--- config.mk ---
export PLATFORM = sky130hd
export DESIGN_NAME = rfft_ctrl256
export DESIGN_NICKNAME = d
export VERILOG_FILES = /design/src/rtl/rfft_pkg.sv /design/src/rtl/rfft_agu.sv /design/src/rtl/rfft_ctrl256.sv
export SDC_FILE = /design/constraint.sdc
export NUM_CORES = 1
export LEC_CHECK = 0
export CORE_ASPECT_RATIO = 0.7
export CORE_UTILIZATION = 31
export DETAILED_ROUTE_END_ITERATION = 6
export SETUP_SLACK_MARGIN = 0.5
export SKIP_LAST_GASP = 1
export SYNTH_ARGS = -nofsm -noshare
export SYNTH_HDL_FRONTEND = slang
export SYNTH_SLANG_ARGS = --single-unit
--- constraint.sdc ---
create_clock -name clk -period 9.2 [get_ports clk]
set_input_delay 1.84 -clock clk [delete_from_list [all_inputs] [get_ports clk]]
set_output_delay 1.84 -clock clk [all_outputs]
set_load 0.01 [all_outputs]
--- src/rtl/rfft_pkg.sv ---
// Shared types and constants for the 256-point radix-4 FFT sequencer.
// The select tables map a butterfly's bank rotation onto the datapath mux codes.
package rfft_pkg;

    localparam int N_PTS    = 256;
    localparam int N_STAGES = 4;
    localparam int BANK_AW  = 6;

    typedef enum logic [2:0] {
        ST_IDLE   = 3'd0,
        ST_LOAD   = 3'd1,
        ST_CALC   = 3'd2,
        ST_DRAIN  = 3'd3,
        ST_UNLOAD = 3'd4,
        ST_FLUSH  = 3'd5,
        ST_DONE   = 3'd6
    } state_t;

    // Indexed by rotation; each entry is {m11, m12[1:0], m13[1:0], m14}
    localparam logic [3:0][5:0] RD_SEL = {6'b111111, 6'b010100, 6'b101011, 6'b000000};
    // Indexed by rotation; each entry is {m21, m22, m23, m24}
    localparam logic [3:0][3:0] WR_SEL = {4'b1111, 4'b0101, 4'b1010, 4'b0000};

    // Base-4 digit sum mod 4 of a 3-digit index: this is the bank rotation
    function automatic logic [1:0] ds3(input logic [5:0] x);
        return x[1:0] + x[3:2] + x[5:4];
    endfunction

endpackage

--- src/rtl/rfft_agu.sv ---
// Butterfly address generator: for stage s and butterfly k, produces the four
// per-bank read addresses, the bank rotation and the twiddle exponent base.
module rfft_agu
    import rfft_pkg::*;
(
    input  logic [1:0]             stage,
    input  logic [5:0]             k,
    output logic [4*BANK_AW-1:0]   addr,
    output logic [1:0]             rot,
    output logic [7:0]             tw_base
);

    logic [2:0] sh_s;
    logic [7:0] k8_s;
    logic [7:0] mask_s;
    logic [7:0] lo_s;
    logic [7:0] hi_s;
    logic [7:0] n_s;
    logic [1:0] bidx_s;

    // Leg j inserts digit j at base-4 position 3-s; leg j lives in bank rot+j
    always_comb begin
        sh_s    = {~stage, 1'b0};
        k8_s    = {2'b00, k};
        mask_s  = (8'd1 << sh_s) - 8'd1;
        lo_s    = k8_s & mask_s;
        hi_s    = (k8_s & ~mask_s) << 2;
        rot     = ds3(k);
        tw_base = lo_s << {stage, 1'b0};
        addr    = {(4*BANK_AW){1'b0}};
        n_s     = 8'd0;
        bidx_s  = 2'd0;
        for (int j = 0; j < 4; j++) begin
            n_s    = hi_s | ({6'd0, 2'(j)} << sh_s) | lo_s;
            bidx_s = rot + 2'(j);
            addr[BANK_AW*bidx_s +: BANK_AW] = n_s[7:2];
        end
    end

endmodule

--- src/rtl/rfft_ctrl256.sv ---
// Sequencer for the 256-point radix-4 FFT datapath: load, four in-place
// compute stages with delayed write-back, unload in digit-reversed order.
module rfft_ctrl256
    import rfft_pkg::*;
#(
    parameter int ADDR_BIT = 6,
    parameter int RD_LAT   = 1,
    parameter int PE_LAT   = 0
) (
    input  logic                  clk,
    input  logic                  rst,
    input  logic                  start,
    input  logic                  in_valid,
    output logic                  busy,
    output logic                  done,
    output logic [1:0]            ld_rot,
    output logic                  out_valid,
    output logic [1:0]            out_rot,
    output logic                  en,
    output logic                  we,
    output logic                  re,
    output logic                  m0,
    output logic                  m11,
    output logic [1:0]            m12,
    output logic [1:0]            m13,
    output logic                  m14,
    output logic                  m21,
    output logic                  m22,
    output logic                  m23,
    output logic                  m24,
    output logic                  bypass_en,
    output logic [4*ADDR_BIT-1:0] addr_read,
    output logic [4*ADDR_BIT-1:0] addr_write,
    output logic [7:0]            tw_base,
    output logic [1:0]            stage
);

    localparam int          AW     = 4 * ADDR_BIT;
    localparam int          WLAT   = RD_LAT + PE_LAT;
    localparam logic [5:0]  K_LAST = 6'(N_PTS / 4 - 1);
    localparam logic [1:0]  S_LAST = 2'(N_STAGES - 1);

    state_t     state_r, state_n;
    logic [5:0] k_r, k_n;
    logic [1:0] stage_r, stage_n;
    logic [3:0] dcnt_r, dcnt_n;

    logic [AW-1:0] agu_addr_s;
    logic [1:0]    agu_rot_s;
    logic [7:0]    agu_tw_s;

    logic          wv_r   [WLAT];
    logic [AW-1:0] wa_r   [WLAT];
    logic [3:0]    ws_r   [WLAT];
    logic          ov_r   [RD_LAT];
    logic [1:0]    orot_r [RD_LAT];

    rfft_agu u_agu (
        .stage   (stage_r),
        .k       (k_r),
        .addr    (agu_addr_s),
        .rot     (agu_rot_s),
        .tw_base (agu_tw_s)
    );

    // FSM state and counter registers
    always_ff @(posedge clk) begin
        if (rst) begin
            state_r <= ST_IDLE;
            k_r     <= 6'd0;
            stage_r <= 2'd0;
            dcnt_r  <= 4'd0;
        end else begin
            state_r <= state_n;
            k_r     <= k_n;
            stage_r <= stage_n;
            dcnt_r  <= dcnt_n;
        end
    end

    // Next-state and counter sequencing; counters wrap only on state exit
    always_comb begin
        state_n = state_r;
        k_n     = k_r;
        stage_n = stage_r;
        dcnt_n  = dcnt_r;
        case (state_r)
            ST_IDLE: begin
                if (start) begin
                    state_n = ST_LOAD;
                    k_n     = 6'd0;
                    stage_n = 2'd0;
                end else begin
                    state_n = ST_IDLE;
                end
            end
            ST_LOAD: begin
                if (in_valid && k_r == K_LAST) begin
                    state_n = ST_CALC;
                    k_n     = 6'd0;
                end else if (in_valid) begin
                    k_n = k_r + 6'd1;
                end else begin
                    k_n = k_r;
                end
            end
            ST_CALC: begin
                if (k_r == K_LAST) begin
                    state_n = ST_DRAIN;
                    k_n     = 6'd0;
                    dcnt_n  = 4'd0;
                end else begin
                    k_n = k_r + 6'd1;
                end
            end
            ST_DRAIN: begin
                if (dcnt_r == 4'(WLAT - 1)) begin
                    dcnt_n  = 4'd0;
                    state_n = (stage_r == S_LAST) ? ST_UNLOAD : ST_CALC;
                    stage_n = stage_r + 2'd1;
                end else begin
                    dcnt_n = dcnt_r + 4'd1;
                end
            end
            ST_UNLOAD: begin
                if (k_r == K_LAST) begin
                    state_n = ST_FLUSH;
                    k_n     = 6'd0;
                    dcnt_n  = 4'd0;
                end else begin
                    k_n = k_r + 6'd1;
                end
            end
            ST_FLUSH: begin
                if (dcnt_r == 4'(RD_LAT - 1)) begin
                    state_n = ST_DONE;
                    dcnt_n  = 4'd0;
                end else begin
                    dcnt_n = dcnt_r + 4'd1;
                end
            end
            ST_DONE:  state_n = ST_IDLE;
            default:  state_n = ST_IDLE;
        endcase
    end

    // Write-side delay line: read issue info resurfaces when the PE result is ready
    always_ff @(posedge clk) begin
        if (rst) begin
            for (int i = 0; i < WLAT; i++) begin
                wv_r[i] <= 1'b0;
                wa_r[i] <= {AW{1'b0}};
                ws_r[i] <= 4'd0;
            end
        end else begin
            wv_r[0] <= (state_r == ST_CALC);
            wa_r[0] <= agu_addr_s;
            ws_r[0] <= WR_SEL[agu_rot_s];
            for (int i = 1; i < WLAT; i++) begin
                wv_r[i] <= wv_r[i-1];
                wa_r[i] <= wa_r[i-1];
                ws_r[i] <= ws_r[i-1];
            end
        end
    end

    // Unload qualifier delay line, matched to the RAM read latency
    always_ff @(posedge clk) begin
        if (rst) begin
            for (int i = 0; i < RD_LAT; i++) begin
                ov_r[i]   <= 1'b0;
                orot_r[i] <= 2'd0;
            end
        end else begin
            ov_r[0]   <= (state_r == ST_UNLOAD);
            orot_r[0] <= ds3(k_r);
            for (int i = 1; i < RD_LAT; i++) begin
                ov_r[i]   <= ov_r[i-1];
                orot_r[i] <= orot_r[i-1];
            end
        end
    end

    // Datapath control decode
    always_comb begin
        busy       = (state_r != ST_IDLE);
        done       = (state_r == ST_DONE);
        bypass_en  = 1'b1;
        ld_rot     = 2'd0;
        en         = 1'b0;
        we         = 1'b0;
        re         = 1'b0;
        m0         = 1'b0;
        {m11, m12, m13, m14} = 6'd0;
        {m21, m22, m23, m24} = 4'd0;
        addr_read  = {AW{1'b0}};
        addr_write = {AW{1'b0}};
        tw_base    = 8'd0;
        stage      = stage_r;
        out_valid  = ov_r[RD_LAT-1];
        out_rot    = orot_r[RD_LAT-1];
        case (state_r)
            ST_LOAD: begin
                ld_rot     = ds3(k_r);
                en         = in_valid;
                we         = in_valid;
                addr_write = {4{k_r}};
            end
            ST_CALC, ST_DRAIN: begin
                bypass_en  = 1'b0;
                we         = wv_r[WLAT-1];
                m0         = wv_r[WLAT-1];
                addr_write = wa_r[WLAT-1];
                {m21, m22, m23, m24} = ws_r[WLAT-1] & {4{wv_r[WLAT-1]}};
                if (state_r == ST_CALC) begin
                    re        = 1'b1;
                    addr_read = agu_addr_s;
                    tw_base   = agu_tw_s;
                    {m11, m12, m13, m14} = RD_SEL[agu_rot_s];
                end else begin
                    re = 1'b0;
                end
                en = re | we;
            end
            ST_UNLOAD: begin
                en        = 1'b1;
                re        = 1'b1;
                addr_read = {4{k_r}};
            end
            default: begin
                en = 1'b0;
            end
        endcase
    end

endmodule

==> out/metrics.cfg, run 1 <==
[yosys]
async_flop_share_pct=0
synth_ff_type=dfxtp_1
netlist_instances=521
ys_seq_elements=43
synth_area_leaders=dfxtp_1 (24%), a21oi_1 (7.1%), nand2_1 (6.8%)
synth-xor-area-share_pct=2.19
synth_top_area_cell=dfxtp_1
synth_edf_count=0
yosysTopAreaCellShare_pct=23.9
ys_seq_area_share_pct=23.9
yosys.area_share.simple_pct=29.9
synthDistinctLibCells=72
synth_area_um2=3610
synth.area.mux_share_pct=0.277
syn-num-nets=542
synth-compound-area-share_pct=29.0
synthAdderAreaFrac_pct=6.10
avgSynthCellArea_um2=6.92
ys_warn_count=0
synth_top_family_by_area=simple AND/OR/NAND/NOR gates

[sta]
setup_ws_ns=1.96
tightest_slew_ns=1.01
slew_headroom_pct=32.9
setup_viol=0
fin_skew_ns=0.00491
final_max_slew_viol_count=0
grt_setup_unrepaired=no
period_needed_ns=7.24
fmax_ghz=0.138
finalCritPeriodShare_pct=78.7
finalSetupTns_ns=0
final_hold_viol_count=0

[route]
antenna_left=0
vias=4184
wl_met1_um=6910
drc=0
drtPass1Iterations=5
wl_per_cell_um=19.1
dr_wl_met2_um=5660
dr.first_iter.drc_count=426
totalWireLength_um=13800
via_per_inst=5.78
topRoutingLayerUsed=met4
wl_met3_um=1040

[run]
maxCapViolCount=0

[power]
power_frac_comb_pct=57.4
pwr-share-seq_pct=22.6
p_per_area_nw_per_um2=223
total_leakage_power_nw=1.62
vdd.ir_drop.worst_uv=133
swShare_pct=48.0
p_clk_share_pct=19.9
internal-power_mw=0.536
p_switching_mw=0.494

[clock_tree]
h-tree-depth=2
cts_root_buf=clkbuf_16
postCtsHoldBufs=0
numClockSinks=43
clk_pin_slew_worst_paths_ns=0.06
numCtsBuffers=5
clk-insertion-delay-late_ns=0.29
cts_resized=0
clk_path_buf_depth=2
cts_tree=done
cts_setup_buffers=0

[hold_path]
min_delay_path_depth=1
min_path_type=reg -> reg

[floorplanning]
fp.dieH_um=92.3
initial_core_util_pct=32.3
die_x_um=131
core.rowCount=32
dieArea_um2=12100
core_um2=11200
pin_count=84

[critical_path]
start_kind=flop
worstPathCellList=inv_1, fa_1, inv_1, ha_1, nand4bb_1, nor4_1, o21ai_0, a31o_2, o21ai_1, clkdlybuf4s50_1
critPathMostFrequentCell=inv_1
cp_max_fo=29
end_kind=output port
arrival_ns=5.40
path_delay_family=adder cells
worstRegToRegCells=9
worst_path_max_delay_cell=fa_1
crit_cells=10
critPathBufInv=3
crit_type=reg -> out
worst_ep_required_time_ns=7.36
slowest_delay_ns=1.18

[layout]
final_layout_size_suffix_gt1_share_pct=4.55
areaGrowthSynthToFinish_pct=27.9
num_antenna_cells=0
fin_nets=591

[global_route]
grt_pass1_vias=3784
grt_use_total_pct=23.2
grt_max_degree=40
antenna_found_initial=0
overflow=0
grt_pass1_wl_um=21200

[place]
io_buffers=83
place_congestion=0.919
place_ws_ns=2.38
dpl.hpwl_um=10300

[status]
status=complete, no violations

flip-flops by register name (all words and copies together), names as in the netlist:
signal	cells
wa_r	24
k_r	6
ov_r	1
ws_r	2
dcnt_r	4
state_r	3
stage	2
wv_r	1
power by group through the flow:
stage               Clock (mW)  Sequential (mW)  Combinational (mW)
finish                   0.206            0.233               0.592
global route             0.217            0.237               0.637
CTS                      0.208            0.233               0.577
detailed placement           0            0.237               0.576
global placement             0            0.236               0.581
floorplan                    0            0.219               0.409
area by class of cell:
cell class | count | area [um^2]
well taps | 153 | 191
inverters | 24 | 90.1
multi-input cells | 408 | 2430
clock inverters | 3 | 43.8
clock buffers | 5 | 125
flip-flops and latches | 43 | 861
fillers | 1147 | 6560
repair buffers | 88 | 868
cells in the final DEF, fill, tap and decap left out, types with 3 or more instances in the layout:
| cell type | Yosys | routed |
|---|---|---|
| a21oi_1 | 51 | 51 |
| a221oi_1 | 3 | 3 |
| a22o_1 | 6 | 6 |
| a22oi_1 | 4 | 4 |
| a31oi_1 | 6 | 6 |
| a32oi_1 | 5 | 5 |
| and2_1 | 4 | 4 |
| and3_1 | 7 | 7 |
| buf_4 | 8 | 5 |
| clkbuf_16 | 0 | 5 |
| clkdlybuf4s50_1 | 0 | 83 |
| dfxtp_1 | 43 | 43 |
| ha_1 | 16 | 16 |
| inv_1 | 24 | 24 |
| nand2_1 | 65 | 65 |
| nand2b_1 | 7 | 7 |
| nand3_1 | 10 | 10 |
| nand3b_1 | 3 | 3 |
| nand4_1 | 3 | 3 |
| nor2_1 | 64 | 64 |
| nor2b_1 | 8 | 8 |
| nor3_1 | 16 | 16 |
| nor3b_1 | 3 | 3 |
| nor4_1 | 5 | 5 |
| o21a_1 | 3 | 3 |
| o21ai_0 | 28 | 28 |
| o21ai_1 | 12 | 12 |
| o22ai_1 | 6 | 6 |
| o31ai_1 | 6 | 6 |
| o32a_1 | 3 | 3 |
| o32ai_1 | 4 | 4 |
| o41ai_1 | 3 | 3 |
| or2_2 | 3 | 3 |
| or4b_1 | 4 | 4 |
| xnor2_1 | 4 | 4 |
| xor2_1 | 5 | 5 |
cells by family (layout without fill, tap and decap cells):
logic type / after synthesis / after routing
muxes: 1 / 1
AOI/OAI and AO/OA: 163 / 163
and+or+nand+nor: 218 / 218
DFF: 43 / 43
xor gates and xnor gates: 9 / 9
adders and majority gates: 17 / 17
buffers and inverters: 70 / 120
routing by layer:
| metal | track usage (%) | vias to the layer above |
|---|---|---|
| li1 | - | 1953 |
| met1 | 35.4 | 2030 |
| met2 | 32.4 | 187 |
| met3 | 4.67 | 14 |
| met4 | 5.27 | 0 |
| met5 | 0 | - |
cell usage after synthesis, drive strengths merged, types with 7 or more instances:
library cell	instances
ha	16
nand3	10
dfxtp	43
nor3	17
inv	24
nor2	65
o21ai	41
nand2	65
and3	7
buf	23
nor2b	8
clkbuf	23
nand2b	7
a21oi	52
through the flow:
step	instance area (um^2)	std cells	util, %	total power, mW	hold WS [ns]
6_report	4610	724	41.3	1.03	0.470
5_1_grt	4610	724	41.3	1.09	0.500
4_1_cts	4610	724	41.3	1.02	0.473
3_5_place_dp	4440	716	39.8	0.813	0.459
3_3_place_gp	4440	716	39.8	0.817	0.452
2_1_floorplan	3610	521	-	0.628	0.426
path summary, 6_finish.rpt:
path	startpoint	slack, ns	endpoint
max	k_r[4]$_SDFFE_PP0P_	1.96	addr_read[6]
min	dcnt_r[3]$_SDFFE_PP0P_	0.47	dcnt_r[3]$_SDFFE_PP0P_
max reg2reg	k_r[4]$_SDFFE_PP0P_	4.64	wa_r[0][6]$_SDFF_PP0_
min reg2reg	dcnt_r[3]$_SDFFE_PP0P_	0.47	dcnt_r[3]$_SDFFE_PP0P_
Power figures use the tool's default switching activity.
==> run 2, diff against run 1 <==
==> constraint.sdc (replaced) <==
create_clock -name clk -period 6.9 [get_ports clk]
set_input_delay 1.38 -clock clk [delete_from_list [all_inputs] [get_ports clk]]
set_output_delay 1.38 -clock clk [all_outputs]
set_load 0.01 [all_outputs]
==> run 2 against run 1 <==
  * Register-to-register slack worse by 1.6 ns
  * Sequential share of layout area decreased by 0.15 points
  * Power grew 33%
  * Core utilization increased by 0.32 points
  * First-iteration DRC count increased by 1.2%
  * Non-clock buffer count grew 2
  * Count of clock-buffer cells in the layout unchanged
  * Final cell count is 0.28% higher
  * Sequential power is 34% higher
  * Flip-flop and latch count unchanged
  * Worst hold slack better by 0.0088 ns
  * Setup slack lost 1.1 ns
==> out/metrics.cfg, run 2 (same netlist as run 1, synthesis figures left out) <==
[critical_path]
worstRegToRegCells=11  ; was 9
arrival_ns=4.69  ; was 5.40 ns
slowest_delay_ns=0.61  ; was 1.18 ns
worst_path_max_delay_cell=dfxtp_1  ; was fa_1
crit_cells=12  ; was 10
cp_max_fo=15  ; was 29
crit_end=addr_read[12]  ; was addr_read[6]
worstPathCellList=inv_1, fa_2, xor2_1, xnor2_2, inv_1, ha_2, nand4b_1, nor3_1, a32oi_1, o22ai_1, a22o_1, clkdlybuf4s50_1  ; was inv_1, fa_1, inv_1, ha_1, nand4bb_1, nor4_1, o21ai_0, a31o_2, o21ai_1, clkdlybuf4s50_1
critPathMostFrequentCell=inv_1  ; unchanged
end_kind=output port  ; unchanged
start_kind=flop  ; unchanged
rr_startpoint=k_r[0]$_SDFFE_PP0P_  ; was k_r[4]$_SDFFE_PP0P_
path_delay_family=adder cells  ; unchanged
critPathBufInv=3  ; unchanged
regToRegEndpoint=wa_r[0][12]$_SDFF_PP0_  ; was wa_r[0][6]$_SDFF_PP0_
r2r_slack_ns=3.01  ; was 4.64 ns
crit_start=k_r[0]$_SDFFE_PP0P_  ; was k_r[4]$_SDFFE_PP0P_
crit_type=reg -> out  ; unchanged
worst_ep_required_time_ns=5.52  ; was 7.36 ns

[status]
status=complete, no violations  ; unchanged

[clock_tree]
numClockSinks=43  ; unchanged
clk_path_buf_depth=2  ; unchanged
cts_root_buf=clkbuf_16  ; unchanged
clk_pin_slew_worst_paths_ns=0.06  ; about the same
numCtsBuffers=5  ; unchanged
cts_tree=done  ; unchanged
h-tree-depth=2  ; unchanged
clk-insertion-delay-late_ns=0.29  ; about the same
cts_setup_buffers=0  ; unchanged
cts_resized=1  ; was 0
postCtsHoldBufs=0  ; unchanged

[sta]
period_needed_ns=6.07
fmax_ghz=0.165
setup_viol=0  ; unchanged
final_hold_viol_count=0  ; unchanged
fin_hold_ws_ns=0.478  ; was 0.470 ns
finalCritPeriodShare_pct=88.0
slew_headroom_pct=51.4  ; was 32.9%
grt_setup_unrepaired=no  ; unchanged
fin_skew_ns=0.00605  ; was 0.00491 ns
finalSetupTns_ns=0  ; unchanged
final_max_slew_viol_count=0  ; unchanged
tightest_slew_ns=0.729  ; was 1.01 ns

[route]
totalWireLength_um=13500  ; was 13800 um
vias=4112  ; was 4184
wl_per_cell_um=18.6  ; was 19.1 um
drc=0  ; unchanged
via_per_inst=5.66  ; was 5.78
antenna_left=0  ; unchanged
drtPass1Iterations=5  ; unchanged
dr.first_iter.drc_count=431  ; was 426

[layout]
fin_nets=593  ; was 591
areaGrowthSynthToFinish_pct=28.9  ; was 27.9%
final_layout_size_suffix_gt1_share_pct=5.76  ; was 4.55%
layout_commonest_cell=clkdlybuf4s50_1  ; unchanged
top_regs=wa_r x24, k_r x6, dcnt_r x4  ; unchanged
final_cell_mix=clkdlybuf4s50_1 (83), nand2_1 (65), nor2_1 (64)  ; unchanged
num_antenna_cells=0  ; unchanged
largest_register_ffs=24  ; unchanged
top_register=wa_r  ; unchanged

[floorplanning]
dieArea_um2=12100  ; unchanged
die_x_um=131  ; unchanged
pin_count=84  ; unchanged
core.rowCount=32  ; unchanged
fp.dieH_um=92.3  ; unchanged
core_um2=11200  ; unchanged
initial_core_util_pct=32.3  ; unchanged

[place]
place_congestion=0.943  ; was 0.919
dpl.hpwl_um=10300  ; about the same
io_buffers=83  ; unchanged

[global_route]
antenna_found_initial=0  ; unchanged
grt_pass1_wl_um=21700  ; was 21200 um
grt_pass1_vias=3801  ; was 3784
overflow=0  ; unchanged
grt_max_degree=40  ; unchanged
grt_use_total_pct=23.6  ; was 23.2%

[power]
power.total_mw=1.37  ; was 1.03 mW
vdd.ir_drop.worst_uv=207  ; was 133 uV
total_leakage_power_nw=1.63  ; was 1.62 nW
p_per_area_nw_per_um2=295  ; was 223 nW/um^2

[run]
maxCapViolCount=0  ; unchanged

[hold_path]
min_path_type=reg -> reg  ; unchanged

==> run 2: cell type report <==
class,instances,area [um^2]
Tap cell,153,191
Multi-Input combinational cell,408,2450
Clock inverter,3,43.8
Inverter,24,90.1
Fill cell,1158,6520
Timing Repair Buffer,90,883
Sequential cell,43,861
Clock buffer,5,125
==> run 2: worst register-to-register path, cell delays in order, from the launching register on <==
cell	delay [ns]
dfxtp_1	0.61
inv_1	0.20
fa_2	0.42
xor2_1	0.18
xnor2_2	0.39
inv_1	0.19
ha_2	0.51
nand4b_1	0.31
nor3_1	0.38
a32oi_1	0.21
o22ai_1	0.27
and2_1	0.18
==> run 2: how the worst min path moves through the flow <==
stage	slack, ns	cells after the start	startpoint	to
after floorplan	0.43	1	dcnt_r[3]$_SDFFE_PP0P_	dcnt_r[3]$_SDFFE_PP0P_
after detailed placement	0.46	1	dcnt_r[3]$_SDFFE_PP0P_	dcnt_r[3]$_SDFFE_PP0P_
after CTS	0.47	1	dcnt_r[3]$_SDFFE_PP0P_	dcnt_r[3]$_SDFFE_PP0P_
after global routing	0.48	1	dcnt_r[3]$_SDFFE_PP0P_	dcnt_r[3]$_SDFFE_PP0P_
after global placement	0.45	1	dcnt_r[3]$_SDFFE_PP0P_	dcnt_r[3]$_SDFFE_PP0P_
final	0.48	1	dcnt_r[3]$_SDFFE_PP0P_	dcnt_r[3]$_SDFFE_PP0P_
==> run 2: per-stage QoR <==
stage / utilization (%) / area, um^2 / setup slack (ns) / cells
final: 41.6 / 4650 / 0.831 / 726
after detailed placement: 39.9 / 4460 / 0.721 / 718
after global routing: 41.6 / 4650 / 0.562 / 726
after CTS: 41.5 / 4640 / 0.654 / 726
after global placement: 39.9 / 4460 / 0.725 / 718
after floorplan: - / 3610 / 2.05 / 521
==> run 2: metal layers <==
layer | global-route usage (%) | wire length [um] | part of all wire [%] | up-vias
li1 | - | - | - | 1961
met3 | 4.84 | 1340 | 10 | 30
met5 | 0 | 0 | 0 | -
met1 | 35.5 | 6210 | 46 | 1912
met2 | 32.8 | 5590 | 41 | 209
met4 | 7.28 | 349 | 2.6 | 0
==> run 2: report_power, final <==
group	internal, mW	total, mW	switching, mW
clock	0.171	0.274	0.104
sequential	0.277	0.313	0.0354
combinational	0.277	0.782	0.505
==> run 3, diff against run 2 <==
--- a/config.mk
+++ b/config.mk
@@ -7,9 +7,11 @@
 export LEC_CHECK = 0
 export CORE_ASPECT_RATIO = 0.7
 export CORE_UTILIZATION = 31
+export CTS_CLUSTER_SIZE = 12
 export DETAILED_ROUTE_END_ITERATION = 6
 export SETUP_SLACK_MARGIN = 0.5
 export SKIP_LAST_GASP = 1
+export SLEW_MARGIN = 20
 export SYNTH_ARGS = -nofsm -noshare
 export SYNTH_HDL_FRONTEND = slang
 export SYNTH_SLANG_ARGS = --single-unit
==> results of run 3 <==
Same layout as run 2: the final DEF is identical, and so are final timing and power.
==> variant 1: new RTL, flow settings as in run 3 <==
Re-encode `state_t` (7 states) as one-hot, 7 bits wide.
--- a/src/rtl/rfft_pkg.sv
+++ b/src/rtl/rfft_pkg.sv
@@ -6,14 +6,14 @@
     localparam int N_STAGES = 4;
     localparam int BANK_AW  = 6;
 
-    typedef enum logic [2:0] {
-        ST_IDLE   = 3'd0,
-        ST_LOAD   = 3'd1,
-        ST_CALC   = 3'd2,
-        ST_DRAIN  = 3'd3,
-        ST_UNLOAD = 3'd4,
-        ST_FLUSH  = 3'd5,
-        ST_DONE   = 3'd6
+    typedef enum logic [6:0] {
+        ST_IDLE   = 7'b0000001,
+        ST_LOAD   = 7'b0000010,
+        ST_CALC   = 7'b0000100,
+        ST_DRAIN  = 7'b0001000,
+        ST_UNLOAD = 7'b0010000,
+        ST_FLUSH  = 7'b0100000,
+        ST_DONE   = 7'b1000000
     } state_t;
 
     // Indexed by rotation; each entry is {m11, m12[1:0], m13[1:0], m14}
Formal check against the unedited RTL: no difference found for any inputs over 10 cycles, from zero or initial values and one cycle with rst high; not proved beyond that.
==> variant 1 against run 3 <==
  * Final area rose by 2.5%
  * Setup slack got worse by 0.096 ns
  * Global-route usage fell by 0.80 points
  * Routed wire length rose by 5.3%
  * Critical path depth fell by 2
  * Sequential cell count rose by 4
  * Cell count rose by 3.2%
  * Synthesized area rose by 2.7%
  * Largest cell class unchanged
Power is not compared: it rests on default switching activity, and its combinational part moved more than twofold at a synthesized area within 25%.
==> variant 1: results <==
export IMPL_cp_max_fo=20
export IMPL_finalNonFillerCells=749
export IMPL_hold_path_depth=2
export IMPL_fin_ws_ns=0.735
export IMPL_synth_seq_area_share_pct=25.4
export IMPL_yosys_area_share_adder_pct=5.60
export IMPL_pre_cts_slack_ns=0.643
export IMPL_worst_r2r_cell_count=10
export IMPL_synth_compound_area_share_pct=25.8
export IMPL_place_area_um2=4570
export IMPL_detail_route_first_pass_iterations=5
export IMPL_crit_end="addr_read[16]"
export IMPL_routabilityCongestion=0.964
export IMPL_outcome="complete, no violations"
export IMPL_netlist_top_cells_area="dfxtp_1 (25%), nor2_1 (7.9%), o21ai_0 (7.2%), nand2_1 (5.7%), ha_1 (5.1%)"
export IMPL_dp_cells=738
export IMPL_dp_hpwl_mm=10.6
export IMPL_grt_pass1_vias=3750
export IMPL_clock_skew_ns=0.0101
export IMPL_syn_avg_cell_area_um2=6.93
export IMPL_cts_resized=2
export IMPL_track_usage_pct=22.8
export IMPL_muxShareOfSynthArea_pct=0.844
export IMPL_vias=4295
export IMPL_synth_nets=555
export IMPL_drive_gt1_share_pct=5.57
export IMPL_r2r_end="wa_r[0][5]"
export IMPL_rr_startpoint="k_r[4]"
export IMPL_start_util_pct=31.7
export IMPL_worst_pin_slew_ns=0.925
export IMPL_antennaDiodeCount=0
export IMPL_top_regs="wa_r x24, state_r x7, k_r x6"
export IMPL_netlist_top_cells_count="nor2_1 (78), nand2_1 (56), o21ai_0 (53)"
export IMPL_grt_pass1_wl_mm=22.0
export IMPL_totalWireLength_mm=14.2
export IMPL_p_int_w=0.000442
export IMPL_grt_max_degree=45
export IMPL_arrival_ns=4.78
export IMPL_hold_ws_ns=0.507
export IMPL_first_iter_violations=454
export IMPL_worst_r2r_setup_slack_ns=3.09
export IMPL_fill_cells=1221
export IMPL_synth_cell_type_count=65
export IMPL_cts_sinks=47
export IMPL_yosys_area_share_xor_xnor_pct=1.89
export IMPL_final_nets=611
-- variant 1: cell types whose count changed after synthesis, moves of 8 or more --
cell	before	now
a21oi_1	51	34
nand3_1	10	18
o21ai_1	12	4
nor2_1	64	78
o21ai_0	28	53
nand2_1	65	56
nor3_1	16	25
-- variant 1: worst max-delay path, cell delays in order (launching register included) --
cell	delay (ns)
dfxtp_1	0.54
inv_1	0.23
fa_1	0.68
buf_4	0.31
ha_1	0.61
nand4b_1	0.34
or3_1	0.43
a211oi_1	0.30
nor2_1	0.11
o311ai_1	0.32
clkdlybuf4s50_1	0.60
-- variant 1: routing by layer --
metal	global-route usage (%)	share of wire, %
met5	0	0
met4	5.08	1.2
met3	5.69	9.1
met2	30.0	39
met1	35.7	51
-- variant 1: final cells by class --
type	instances	area, um^2	area share (%)
flip-flops and latches	47	941	19.7
clock buffers	6	139	2.91
multi-input cells	422	2480	52.0
well taps	157	196	4.12
inverters	20	75.1	1.58
repair buffers	95	921	19.3
clock inverters	2	13.8	0.289
==> variant 2: new RTL, settings of run 3 <==
Without the edit above. The parameter `PE_LAT` goes from 0 to 1.
--- a/src/rtl/rfft_ctrl256.sv
+++ b/src/rtl/rfft_ctrl256.sv
@@ -5,7 +5,7 @@
 #(
     parameter int ADDR_BIT = 6,
     parameter int RD_LAT   = 1,
-    parameter int PE_LAT   = 0
+    parameter int PE_LAT   = 1
 ) (
     input  logic                  clk,
     input  logic                  rst,
Function: same outputs for any inputs over 10 cycles, from zero or initial values and one cycle with rst high; that may be too few to reach the edited logic, so the function may still have changed.
==> variant 2 against run 3 <==
  * Synthesized area up 24%
  * Maximum frequency fell by 2.0%
  * Setup slack worse by 0.12 ns
  * Critical path type unchanged
  * Sequential cell count grew 27
  * Routed wire length increased by 16%
  * Sequential share of layout area rose by 6.2 points
  * Hold slack got worse by 0.051 ns
  * Highest routed layer unchanged
  * Final area increased by 22%
Power is not compared: it rests on default switching activity, and its combinational part moved more than twofold at a synthesized area within 25%.
==> variant 2: results <==
export IMPL_dp_hpwl_mm=11.8
export IMPL_worst_r2r_cell_count=9
export IMPL_routabilityCongestion=0.980
export IMPL_pre_cts_slack_ns=1.08
export IMPL_worst_pin_slew_ns=0.899
export IMPL_netlist_top_cells_count="nand2_1 (71), dfxtp_1 (70), nor2_1 (62)"
export IMPL_synth_nets=617
export IMPL_totalWireLength_mm=15.7
export IMPL_outcome="complete, no violations"
export IMPL_place_area_um2=5340
export IMPL_htree_levels=3
export IMPL_synth_seq_area_share_pct=31.4
export IMPL_cts_buffers_inserted=9
export IMPL_first_iter_violations=397
export IMPL_vias=4531
export IMPL_clock_latency_ns=0.33
export IMPL_clock_skew_ns=0.00987
export IMPL_netlist_top_cells_area="dfxtp_1 (31%), a21oi_1 (6.4%), nand2_1 (6.0%), nor2_1 (5.2%), nor2b_1 (5.2%)"
export IMPL_dp_cells=826
export IMPL_cts_resized=0
export IMPL_grt_pass1_wl_mm=24.2
export IMPL_wire_per_inst_um=18.6
export IMPL_synth_cell_type_count=66
export IMPL_grt_max_degree=66
export IMPL_top_regs="wa_r x48, k_r x6"
export IMPL_drive_gt1_share_pct=6.90
export IMPL_grt_pass1_vias=4178
export IMPL_track_usage_pct=21.3
export IMPL_final_nets=668
export IMPL_cp_max_fo=19
export IMPL_clk_pin_slew_ns=0.06
export IMPL_syn_inst=596
export IMPL_arrival_ns=4.81
[variant 2: changes by cell type after synthesis, sizes merged, moves of 6 or more]
cell and delta:
nor2b +29, dfxtp +27, nand2 +6, a211oi +8, buf +6
[variant 2: metal layers]
layer / track usage (%) / routed length, um
met3: 4.15 / 1080
met2: 30.3 / 6180
met5: 0 / 0
met4: 7.21 / 427
met1: 31.6 / 8000
[variant 2: critical path, delay by kind of cell, from the launching register on]
| family | cells | cell delay [ns] |
|---|---|---|
| flip-flops | 1 | 0.61 |
| AO/OA/AOI/OAI | 3 | 0.94 |
| buffers and inverters | 4 | 1.01 |
| XOR/XNOR | 2 | 0.33 |
| adder cells (fa/ha/maj) | 2 | 0.98 |
| AND/OR/NAND/NOR | 2 | 0.61 |
[variant 2: path summary, 6_finish.rpt]
kind | startpoint | end | slack (ns)
setup / recovery | k_r[2] | addr_read[11] | 0.71
hold / removal | wa_r[0][9] | wa_r[0][33] | 0.43
setup reg to reg | k_r[2] | wa_r[0][11] | 2.86
hold reg to reg | wa_r[0][9] | wa_r[0][33] | 0.43
[variant 2: layout make-up]
type                    instances  area [um^2]
repair buffers                 93          901
clock inverters                 6         92.6
fillers                      1412         8280
multi-input cells             450         2720
well taps                     190          238
inverters                      23         86.3
clock buffers                  10          239
flip-flops and latches         70         1400
[variant 2: report_power, final]
group / internal, W / switching [W]
Sequential: 0.000412 / 0.00000509
Clock: 0.000329 / 0.000175
Combinational: 0.0000348 / 0.0000675
Total: 0.000776 / 0.000248
[variant 2: logic make-up after synthesis]
logic type               after synthesis  synth area share (%)
AO/OA/AOI/OAI                        160                  22.8
XOR/XNOR                               6                  1.18
adder cells (fa/ha/maj)               17                  4.94
buffers and inverters                 76                  7.77
flip-flops                            70                  31.4
multiplexers                           5                  1.40
AND/OR/NAND/NOR                      262                  30.5
